**src/rtl/fns_enc_3_2_seq.sv**
```systemverilog
// Sequential Fibonacci-numeral-system encoder: greedy MSB-first subtraction of the
// weights {1,1,FNS03,FNS04,FNS05}, one code bit per cycle, valid/ready on both sides.
module fns_enc_3_2_seq #(
  parameter int CODE_W = 5,
  parameter int DATA_W = 4,
  parameter int WGT_W  = 4
) (
  input  logic              clk,
  input  logic              rst_n,
  input  logic              in_valid,
  output logic              in_ready,
  input  logic [DATA_W-1:0] datain,
  input  logic [CODE_W-1:0] en_flag,
  input  logic [WGT_W-1:0]  FNS03,
  input  logic [WGT_W-1:0]  FNS04,
  input  logic [WGT_W-1:0]  FNS05,
  output logic              out_valid,
  input  logic              out_ready,
  output logic [CODE_W-1:0] codeout,
  output logic              err
);

  localparam int CMP_W = (DATA_W > WGT_W) ? DATA_W : WGT_W;
  localparam int IDX_W = $clog2(CODE_W);

  typedef enum logic [1:0] {
    IDLE = 2'd0,
    CALC = 2'd1,
    DONE = 2'd2
  } state_t;

  state_t              state_q, state_d;
  logic [CMP_W-1:0]    rem_q, rem_d;
  logic [CODE_W-1:0]   en_q, en_d;
  logic [WGT_W-1:0]    w3_q, w3_d, w4_q, w4_d, w5_q, w5_d;
  logic [IDX_W-1:0]    idx_q, idx_d;
  logic [CODE_W-1:0]   code_q, code_d;
  logic [CODE_W-1:0]   codeout_q, codeout_d;
  logic                err_q, err_d;
  logic                out_valid_q, out_valid_d;
  logic                in_ready_q, in_ready_d;
  logic [CMP_W-1:0]    w_ext_s;

  // Bits 0 and 1 always carry weight one; the upper three come from the latched weights.
  function automatic logic [WGT_W-1:0] weight_of(
    input logic [IDX_W-1:0] idx,
    input logic [WGT_W-1:0] w3,
    input logic [WGT_W-1:0] w4,
    input logic [WGT_W-1:0] w5
  );
    logic [WGT_W-1:0] w;
    case (idx)
      IDX_W'(0): w = WGT_W'(1);
      IDX_W'(1): w = WGT_W'(1);
      IDX_W'(2): w = w3;
      IDX_W'(3): w = w4;
      IDX_W'(4): w = w5;
      default:   w = '0;
    endcase
    return w;
  endfunction

  assign in_ready  = in_ready_q;
  assign out_valid = out_valid_q;
  assign codeout   = codeout_q;
  assign err       = err_q;

  // Next-state and datapath: accept, one greedy step per CALC cycle, hold until drained.
  always_comb begin
    state_d     = state_q;
    rem_d       = rem_q;
    en_d        = en_q;
    w3_d        = w3_q;
    w4_d        = w4_q;
    w5_d        = w5_q;
    idx_d       = idx_q;
    code_d      = code_q;
    codeout_d   = codeout_q;
    err_d       = err_q;
    out_valid_d = out_valid_q;
    in_ready_d  = in_ready_q;
    w_ext_s     = CMP_W'(weight_of(idx_q, w3_q, w4_q, w5_q));

    case (state_q)
      IDLE: begin
        if (in_valid) begin
          rem_d      = CMP_W'(datain);
          en_d       = en_flag;
          w3_d       = FNS03;
          w4_d       = FNS04;
          w5_d       = FNS05;
          idx_d      = IDX_W'(CODE_W - 1);
          code_d     = '0;
          in_ready_d = 1'b0;
          state_d    = CALC;
        end else begin
          in_ready_d = 1'b1;
        end
      end
      CALC: begin
        // A zero weight never claims a bit, and rem >= w guards against underflow.
        if (en_q[idx_q] && (w_ext_s != '0) && (rem_q >= w_ext_s)) begin
          code_d = code_q | (CODE_W'(1) << idx_q);
          rem_d  = rem_q - w_ext_s;
        end else begin
          code_d = code_q;
        end
        if (idx_q == IDX_W'(0)) begin
          state_d     = DONE;
          out_valid_d = 1'b1;
          codeout_d   = code_d;
          err_d       = (rem_d != '0);
        end else begin
          idx_d = idx_q - IDX_W'(1);
        end
      end
      DONE: begin
        if (out_ready) begin
          state_d     = IDLE;
          out_valid_d = 1'b0;
          in_ready_d  = 1'b1;
        end else begin
          out_valid_d = 1'b1;
        end
      end
      default: begin
        state_d     = IDLE;
        out_valid_d = 1'b0;
        in_ready_d  = 1'b1;
      end
    endcase
  end

  // State and output registers; reset abandons any transaction in flight.
  always_ff @(posedge clk or negedge rst_n) begin
    if (!rst_n) begin
      state_q     <= IDLE;
      rem_q       <= '0;
      en_q        <= '0;
      w3_q        <= '0;
      w4_q        <= '0;
      w5_q        <= '0;
      idx_q       <= '0;
      code_q      <= '0;
      codeout_q   <= '0;
      err_q       <= 1'b0;
      out_valid_q <= 1'b0;
      in_ready_q  <= 1'b1;
    end else begin
      state_q     <= state_d;
      rem_q       <= rem_d;
      en_q        <= en_d;
      w3_q        <= w3_d;
      w4_q        <= w4_d;
      w5_q        <= w5_d;
      idx_q       <= idx_d;
      code_q      <= code_d;
      codeout_q   <= codeout_d;
      err_q       <= err_d;
      out_valid_q <= out_valid_d;
      in_ready_q  <= in_ready_d;
    end
  end

endmodule

```
**config.mk**
```make
export PLATFORM = sky130hd
export DESIGN_NAME = fns_enc_3_2_seq
export DESIGN_NICKNAME = d
export VERILOG_FILES = /design/src/rtl/fns_enc_3_2_seq.sv
export SDC_FILE = /design/constraint.sdc
export NUM_CORES = 1
export LEC_CHECK = 0
export CAP_MARGIN = 0
export CORE_ASPECT_RATIO = 0.8
export CORE_UTILIZATION = 40
export CTS_CLUSTER_DIAMETER = 50
export CTS_CLUSTER_SIZE = 14
export DETAILED_ROUTE_END_ITERATION = 8
export GPL_ROUTABILITY_DRIVEN = 0
export PLACE_DENSITY = 0.71
export SETUP_SLACK_MARGIN = 0.1
export SYNTH_ARGS = -nofsm -noshare
export SYNTH_HDL_FRONTEND = slang
export SYNTH_SLANG_ARGS = --single-unit
```
**constraint.sdc**
```tcl
create_clock -name clk -period 3.2 [get_ports clk]
set_input_delay 0.64 -clock clk [delete_from_list [all_inputs] [get_ports clk]]
set_output_delay 0.64 -clock clk [all_outputs]
set_load 0.01 [all_outputs]
```
==> out/metrics.cfg, run 1 <==
[floorplanning]
start_util_pct=42.7
die_area_sq_um=5800
rows=23
fp.dieH_um=68.3
coreArea_sq_um=5150
die_w_um=84.9
pin_count=33

[setup_path]
r2r_end=code_q[0]
cp-end-kind=register
worst_path_max_delay_cell=dfrtp_2
r2r_slack_ns=0.23
setup.worst_path.start_class=register
path_class=register to register
worstPathArrival_ns=3.19
cp.required_ns=3.42
crit_family=adder cells
crit_path_max_incr_delay_ns=0.45
path_buf_inv=2
reg2reg_depth=12
crit_path_max_fanout=13
r2r_start=idx_q[0]
path_cells=buf_4, ha_1, nor2_1, a32oi_1, ha_1, fa_1, a21boi_0, o21ai_1, nand3_2, buf_4, or3b_1, a21oi_2

[timing]
grt_setup_unrepaired=yes
fin_crit_ns=2.97
tightest_slew_ns=0.868
hold_viol=0
slew_headroom_pct=42.1
setup_violations=0
post-route-period-util_pct=92.7
max_freq_ghz=0.337
clock_skew_ns=0.00703
finalMaxSlewViolations=0
tns_ns=0

[synth]
ys_top_cells_by_count=dfrtp_1, nand2_1, mux2_2
synth_most_common_cell=dfrtp_1
synth-simple-area-share_pct=15.1
yosysSeqAreaShare_pct=44.4
synthCells=215
syn-cell-area_sq_um=2200
synth_top_family_by_area=compound AO/OA/AOI/OAI gates
synth_flop_cell=dfrtp_1
synthXorXnorAreaFrac_pct=0.796
netlist_top_cells_area=dfrtp_1, mux2_2, ha_1
ys_ff_latch=39
muxShareOfSynthArea_pct=9.61
yosysWarnings=0
synthArstFlopShare_pct=100
synth-compound-area-share_pct=18.3
synth-edff-count=0
yosys.area.top_type=dfrtp_1
synth_cell_types=47
synth_fp_nets=253
avgSynthCellArea_sq_um=10.2
synth_fa_ha_area_share_pct=7.73
synth_top_area_share_pct=43.2

[clocking]
clkSinkCount=39
clk_path_buf_depth=2
cts-root-buf=clkbuf_8
path_clk_slew_ns=0.08
cts-htree-levels=2
clock_latency_ns=0.29
cts_tree=built
cts_made_buffers=5

[finish]
antenna-diode-count=0
syn_to_final_growth_pct=25.0
drive_gt1_share_pct=18.6
fin_util_pct=53.4
final_net_count=290
final_area_sq_um=2750

[grt]
grt.overflow.total=0
grt_pass1_wl_mm=8.10
grt_use_total_pct=18.1
grt_pass1_vias=1657
antenna_found_initial=0
grt_max_degree=40

[drt]
wirelength_mm=4.90
drc=0
ant_nets=0
routed_via_density=5.67
drtIter0Drc=86
firstDrtPassIters=4
post_drt_wl_per_cell_um=15.6
via_count=1785

[placed_design]
dpl_cell_area_sq_um=2600
io_buffers=32
dp_hpwl_mm=3.51

[power_and_ir_drop]
power.density_nw_per_um2=1100
leakagePower_nw=1.17
max-vdd-ir-drop_mv=0.466
power.total_w=0.00301

[outcome]
outcome=finished, final reports clean

[flow_run]
max_cap_viol_count=0

[min_path]
hold_path_class=input port to async pin

==> metrics by stage <==
step                std cells  hold slack [ns]  worst slack, ns
floorplan                 215            0.344            0.323
global placement          305            0.446            0.232
detailed placement        305            0.445           0.0525
CTS                       313            0.464            0.109
global route              315            0.519           0.0635
finish                    315            0.448            0.232
==> worst register-to-register path, cell delays in order (launching register included) <==
cell      delay (ns)
dfrtp_2         0.45
buf_4           0.15
ha_1            0.24
nor2_1          0.17
a32oi_1         0.12
ha_1            0.23
fa_1            0.41
a21boi_0        0.15
o21ai_1         0.17
nand3_2         0.10
buf_4           0.19
or3b_1          0.37
a21oi_2         0.15
==> placed cells by master (no fill, tap or decap), types with 2 or more instances in the layout <==
cell type	n
nand2b_1	6
mux2_2	17
nand2_1	19
a21oi_1	14
ha_2	3
o211ai_1	4
o31a_1	3
clkbuf_8	6
o21ai_0	6
nand3b_1	3
nor4_1	6
dfrtp_2	2
clkdlybuf4s50_1	31
o21ai_1	4
buf_4	10
a22o_1	3
ha_1	9
nor4b_1	3
o21ba_1	3
nor2_1	11
inv_1	10
nor2b_1	3
o22ai_1	2
dfrtp_1	36
a31oi_1	6
mux2i_1	2
a22oi_1	5
a311o_1	2
==> registers in the layout, summed over array words and instances (netlist names), 2 cells and up <==
register / flops
code_q: 5
codeout: 5
en_q: 5
rem_q: 4
w3_q: 4
w4_q: 4
w5_q: 4
idx_q: 3
state_q: 2
==> layer usage <==
layer  wire (um)  up-vias  global-route usage (%)
li1            -      858                       -
met1        2530      881                    26.2
met2        2140       39                    27.7
met3         187        7                    4.10
met4          38        0                    4.45
met5           0        -                       0
==> power by group <==
part | internal (W) | leakage [nW] | total (W) | switching [W]
clock | 0.000252 | 0.0612 | 0.000430 | 0.000177
sequential | 0.000719 | 0.474 | 0.000901 | 0.000182
combinational | 0.000800 | 0.639 | 0.00168 | 0.000884
total | 0.00177 | 1.17 | 0.00301 | 0.00124
==> cell families after synthesis <==
family                   Yosys count
flip-flops                        39
multiplexers                      19
buffers and inverters             22
XOR/XNOR                           2
AND/OR/NAND/NOR                   61
adder cells (fa/ha/maj)           13
AO/OA/AOI/OAI                     59
==> how the worst max path moves through the flow <==
stage / start / depth (start not counted) / slack (ns) / to
finish: idx_q[0] / 12 / 0.23 / code_q[0]
global route: idx_q[0] / 12 / 0.06 / code_q[0]
CTS: idx_q[0] / 12 / 0.11 / rem_q[2]
detailed placement: idx_q[0] / 12 / 0.05 / rem_q[2]
global placement: idx_q[1] / 11 / 0.23 / rem_q[2]
floorplan: idx_q[1] / 13 / 0.32 / rem_q[2]
==> area by class of cell <==
type / count / area (sq um)
Tap cell: 62 / 77.6
Sequential cell: 39 / 980
Clock buffer: 6 / 82.6
Clock inverter: 2 / 35.0
Multi-Input combinational cell: 154 / 1150
Inverter: 10 / 37.5
Timing Repair Buffer: 42 / 390
Fill cell: 472 / 2400
==> what timing repair did <==
item                       in CTS  in global routing
setup buffers                   0                  2
pin swaps                       0                  1
gates resized for setup         1                  6
hold buffers                    0                  0
gates cloned                    0                  0
setup endpoints to repair       3                 10
Power figures use the tool's default switching activity.
==> run 2, diff against run 1 <==
--- a/config.mk
+++ b/config.mk
@@ -12,7 +12,7 @@
 export CTS_CLUSTER_SIZE = 14
 export DETAILED_ROUTE_END_ITERATION = 8
 export GPL_ROUTABILITY_DRIVEN = 0
-export PLACE_DENSITY = 0.71
+export PLACE_DENSITY = 0.73
 export SETUP_SLACK_MARGIN = 0.1
 export SYNTH_ARGS = -nofsm -noshare
 export SYNTH_HDL_FRONTEND = slang
==> constraint.sdc (replaced) <==
create_clock -name clk -period 2.6 [get_ports clk]
set_input_delay 0.52 -clock clk [delete_from_list [all_inputs] [get_ports clk]]
set_output_delay 0.52 -clock clk [all_outputs]
set_load 0.01 [all_outputs]
==> run 2 against run 1 <==
Net effect:
- maximum frequency grew 9.7%
- the run now ends with design-rule violations, negative setup slack left
- largest power group unchanged
- wire length grew 7.6%
- critical path depth grew 1
- clock skew shrank 0.0037 ns
- power grew 38%
- non-clock buffer count grew 19
- sequential share of layout area shrank 3.2 points
==> out/metrics.cfg, run 2 (synthesized netlist as in run 1, its figures left out) <==
[timing]
hold_viol=0
fin_crit_ns=2.71
setup_violations=12
post-route-period-util_pct=104
clock_skew_ns=0.00336
max_freq_ghz=0.370
tightest_slew_ns=0.623
slew_headroom_pct=58.5
worst_slack_ns=-0.106
grt_setup_unrepaired=yes
finalMaxSlewViolations=0

[finish]
layout_commonest_cell=dfrtp_1
final_net_count=309
drive_gt1_share_pct=30.1
fin_cells=334
syn_to_final_growth_pct=37.3
antenna-diode-count=0
most-common-layout-cells=dfrtp_1, clkdlybuf4s50_1, buf_4, nand2_1, mux2_2
fin_util_pct=58.7
fillers=406

[drt]
post_drt_wl_per_cell_um=15.8
wirelength_mm=5.27
drc=1
ant_nets=0
routed_via_density=5.55
drtIter0Drc=121
firstDrtPassIters=6
via_count=1854

[power_and_ir_drop]
power.density_nw_per_um2=1380
swShare_pct=42.7
p_int_w=0.00239
power.share.clock_pct=10.6
pwr-share-comb_pct=62.9
max-vdd-ir-drop_mv=0.578
power_switching_w=0.00178
leakagePower_nw=1.28
p_seq_share_pct=26.5

[setup_path]
setup.worst_path.start_class=register
cp-end-kind=register
r2r_start=idx_q[0]
crit_start=idx_q[0]
path_class=register to register
crit_path_max_fanout=5
worstPathArrival_ns=2.93
cp.required_ns=2.83

[clocking]
cts-htree-levels=2
clock_latency_ns=0.28
cts_tree=built
clkSinkCount=39
cts-root-buf=clkbuf_8
clk_path_buf_depth=2
cts_hold_buffers=0
path_clk_slew_ns=0.07
cts_made_buffers=5

[grt]
grt_use_total_pct=19.5
grt.overflow.total=0
antenna_found_initial=0
grt_max_degree=24
grt_pass1_wl_mm=8.65
grt_pass1_vias=1774

[placed_design]
dp_hpwl_mm=3.86
io_buffers=32
post-place-cells=321

[floorplanning]
pin_count=33
start_util_pct=42.7
coreArea_sq_um=5150
die_area_sq_um=5800
rows=23
die_w_um=84.9
fp.dieH_um=68.3

[flow_run]
max_cap_viol_count=0

[outcome]
violations=design-rule violations, negative setup slack
outcome=finished, violations left

[min_path]
hold_path_class=input port to async pin

==> run 2: changes by cell type in the layout (fill, tap and decap cells not counted), sizes merged <==
| cell | delta |
|---|---|
| bufinv | -1 |
| clkbuf | +2 |
| clkinv | -1 |
| buf | +19 |
==> run 2: through the flow <==
step	worst slack [ns]	cell area (sq um)	TNS [ns]	hold WS, ns	power (W)
6_report	-0.106	3020	-0.735	0.215	0.00416
5_1_grt	-0.257	3020	-2.95	0.234	0.00446
4_1_cts	-0.0166	2970	-0.0327	0.223	0.00403
3_5_place_dp	-0.0699	2790	-0.450	0.466	0.00340
3_3_place_gp	0.0221	2790	0	0.445	0.00334
2_1_floorplan	-0.0728	2280	-0.0999	0.224	0.00264
==> run 2: repair_timing <==
action / in CTS / in global routing
setup endpoints to repair: 14 / 14
resized for setup: 10 / 6
pin swaps: 5 / 1
buffers inserted: 4 / 1
==> run 2: path summary, 6_finish.rpt <==
kind                                    to  cells past startpoint  slack [ns]
worst min-delay path             out_valid                      1        0.22
worst max-delay path            codeout[3]                     13       -0.11
worst min register to register  codeout[4]                      2        0.48
max in group asynchronous          w4_q[0]                      2        1.83
worst max register to register  codeout[3]                     13       -0.11
min in group clk                codeout[4]                      2        0.48
==> run 2: routing by layer <==
layer	global-route usage, %	share of wire, %	vias to the layer above
li1	-	-	906
met1	26.9	49	901
met2	31.2	47	39
met3	4.58	3.3	8
met4	4.87	1.2	0
met5	0	0	-
==> run 2: worst max-delay path, cell delays in order, from the launching register on <==
cell and delay, ns:
dfrtp_2 0.41, inv_2 0.08, ha_4 0.18, a22oi_2 0.16, nor2_1 0.07, a31oi_1 0.24, inv_1 0.11, fa_2 0.35
a21boi_2 0.16, o21ai_1 0.13, nand3_2 0.12, buf_4 0.20, nor4b_2 0.27, o31a_1 0.17
==> run 2: area by class of cell <==
cell class                      instances  area (sq um)  share of cell area (%)
Clock buffer                            8           100                    3.31
Tap cell                               62          77.6                    2.57
Sequential cell                        39           980                    32.4
Inverter                               10          37.5                    1.24
Multi-Input combinational cell        154          1290                    42.7
Timing Repair Buffer                   61           537                    17.8
==> run 2: power groups by stage <==
stage / Clock, W / Sequential [W] / Combinational [W]
2_1_floorplan: 0 / 0.00107 / 0.00157
3_3_place_gp: 0 / 0.00110 / 0.00224
3_5_place_dp: 0 / 0.00111 / 0.00229
4_1_cts: 0.000456 / 0.00110 / 0.00248
5_1_grt: 0.000488 / 0.00114 / 0.00283
6_report: 0.000442 / 0.00110 / 0.00262
==> run 3, diff against run 2 <==
--- a/config.mk
+++ b/config.mk
@@ -6,13 +6,13 @@
 export NUM_CORES = 1
 export LEC_CHECK = 0
 export CAP_MARGIN = 0
-export CORE_ASPECT_RATIO = 0.8
-export CORE_UTILIZATION = 40
+export CORE_ASPECT_RATIO = 0.75
+export CORE_UTILIZATION = 49
 export CTS_CLUSTER_DIAMETER = 50
 export CTS_CLUSTER_SIZE = 14
 export DETAILED_ROUTE_END_ITERATION = 8
 export GPL_ROUTABILITY_DRIVEN = 0
-export PLACE_DENSITY = 0.73
+export PLACE_DENSITY = 0.85
 export SETUP_SLACK_MARGIN = 0.1
 export SYNTH_ARGS = -nofsm -noshare
 export SYNTH_HDL_FRONTEND = slang
==> run 3 against run 2 <==
Net effect:
- critical endpoint is now rem_q[3]
- core utilization increased by 12 points
- critical path type unchanged
- largest cell class unchanged
- cell count decreased by 3.0%
- combinational power decreased by 2%
- flip-flop and latch count unchanged
- sequential share of layout area increased by 0.60 points
- register-to-register slack got worse by 0.05 ns
- global-route usage increased by 5.3 points
- first-iteration DRC count increased by 19%
- the flow finishes with violations (negative setup slack)
==> out/metrics.cfg, run 3 (synthesized netlist as in run 1, its figures left out) <==
[timing]
whs_ns=0.111
fin_crit_ns=2.76
worst_slack_ns=-0.156
setup_violations=14
hold_viol=0
post-route-period-util_pct=106
tightest_slew_ns=0.489
clock_skew_ns=0.00755
max_freq_ghz=0.363
slew_headroom_pct=67.4
finalMaxSlewViolations=0
grt_setup_unrepaired=yes

[floorplanning]
die_w_um=79.4
die_area_sq_um=4770
rows=20
fp.dieH_um=60.0
start_util_pct=52.7
pin_count=33
coreArea_sq_um=4180

[setup_path]
setup.worst_path.start_class=register
path_class=register to register
cp.required_ns=2.83
r2r_start=idx_q[1]
crit_path_max_fanout=6
crit_start=idx_q[1]
worstPathArrival_ns=2.99
cp-end-kind=register

[grt]
grt_pass1_vias=1867
grt.overflow.total=0
grt_use_total_pct=24.7
grt_max_degree=23
grt_pass1_wl_mm=8.79
antenna_found_initial=0

[finish]
antenna-diode-count=0
fin_cells=324
final_net_count=306
final_area_sq_um=2970
most-common-layout-cells=dfrtp_1, clkdlybuf4s50_1, buf_4, nand2_1, mux2_2
fillers=297
drive_gt1_share_pct=29.4
syn_to_final_growth_pct=34.8
layout_commonest_cell=dfrtp_1

[clocking]
clock_latency_ns=0.30
cts_made_buffers=5
cts-root-buf=clkbuf_8
path_clk_slew_ns=0.07
cts-htree-levels=2
clkSinkCount=39
cts_tree=built
clk_path_buf_depth=2

[placed_design]
dp_hpwl_mm=3.73
pre_cts_ws_ns=-0.146
io_buffers=32
post-place-cells=311
dpl_cell_area_sq_um=2760

[drt]
wirelength_mm=5.26
drtIter0Drc=144
firstDrtPassIters=4
drc=0
ant_nets=0
routed_via_density=5.72
post_drt_wl_per_cell_um=16.2
via_count=1852

[flow_run]
max_cap_viol_count=0

[min_path]
hold_path_class=input port to async pin

[power_and_ir_drop]
leakagePower_nw=1.26
power.density_nw_per_um2=1390
max-vdd-ir-drop_mv=0.802
power.total_w=0.00412

[outcome]
violations=negative setup slack
outcome=finished, violations left

==> run 3: power by group <==
group	switching [W]	total, W	internal (W)
Clock	0.000207	0.000449	0.000242
Combinational	0.00133	0.00257	0.00125
Sequential	0.000218	0.00110	0.000887
Total	0.00175	0.00412	0.00237
==> run 3: metal layers <==
metal / part of all wire [%] / global-route usage (%)
met4: 2.0 / 8.57
met2: 48 / 41.9
met3: 4.8 / 4.89
met1: 46 / 32.1
met5: 0 / 0
==> run 3: final timing paths <==
kind	cells after the start	slack, ns	to
min	1	0.11	state_q[0]
min reg2reg	2	0.47	codeout[4]
max reg2reg	12	-0.16	rem_q[3]
max	12	-0.16	rem_q[3]
max in group asynchronous	2	1.97	w5_q[2]
min in group clk	2	0.47	codeout[4]
==> run 3: area by class of cell <==
cell class | count | area (sq um) | share of cell area (%)
Timing Repair Buffer | 58 | 518 | 17.5
Tap cell | 55 | 68.8 | 2.32
Multi-Input combinational cell | 154 | 1260 | 42.5
Clock buffer | 8 | 100 | 3.37
Inverter | 10 | 40.0 | 1.35
Sequential cell | 39 | 980 | 33.0
==> run 3: repair_timing <==
action | CTS | global route
resized for setup | 8 | 7
setup buffers | 3 | 2
setup endpoints to repair | 14 | 14
gates cloned | 0 | 0
pin swaps | 6 | 2
endpoints found under the hold margin | 0 | 0
hold buffers | 0 | 0
==> run 3: worst max-delay path: stages (launching register included) <==
cell and delay [ns]:
dfrtp_2 0.47, ha_4 0.20, a22oi_2 0.21, nor2_1 0.06, a31oi_1 0.22, inv_1 0.09
fa_2 0.36, a21boi_4 0.15, o21ai_2 0.15, nand3_2 0.14, buf_6 0.16, nor4_2 0.31
a311o_1 0.16
==> run 3: stage by stage <==
| step | util, % | setup TNS, ns |
|---|---|---|
| finish | 71.0 | -1.30 |
| CTS | 69.8 | -0.224 |
| global route | 71.0 | -3.54 |
| floorplan | - | -0.0999 |
| detailed placement | 66.0 | -1.11 |
| global placement | 66.0 | 0 |
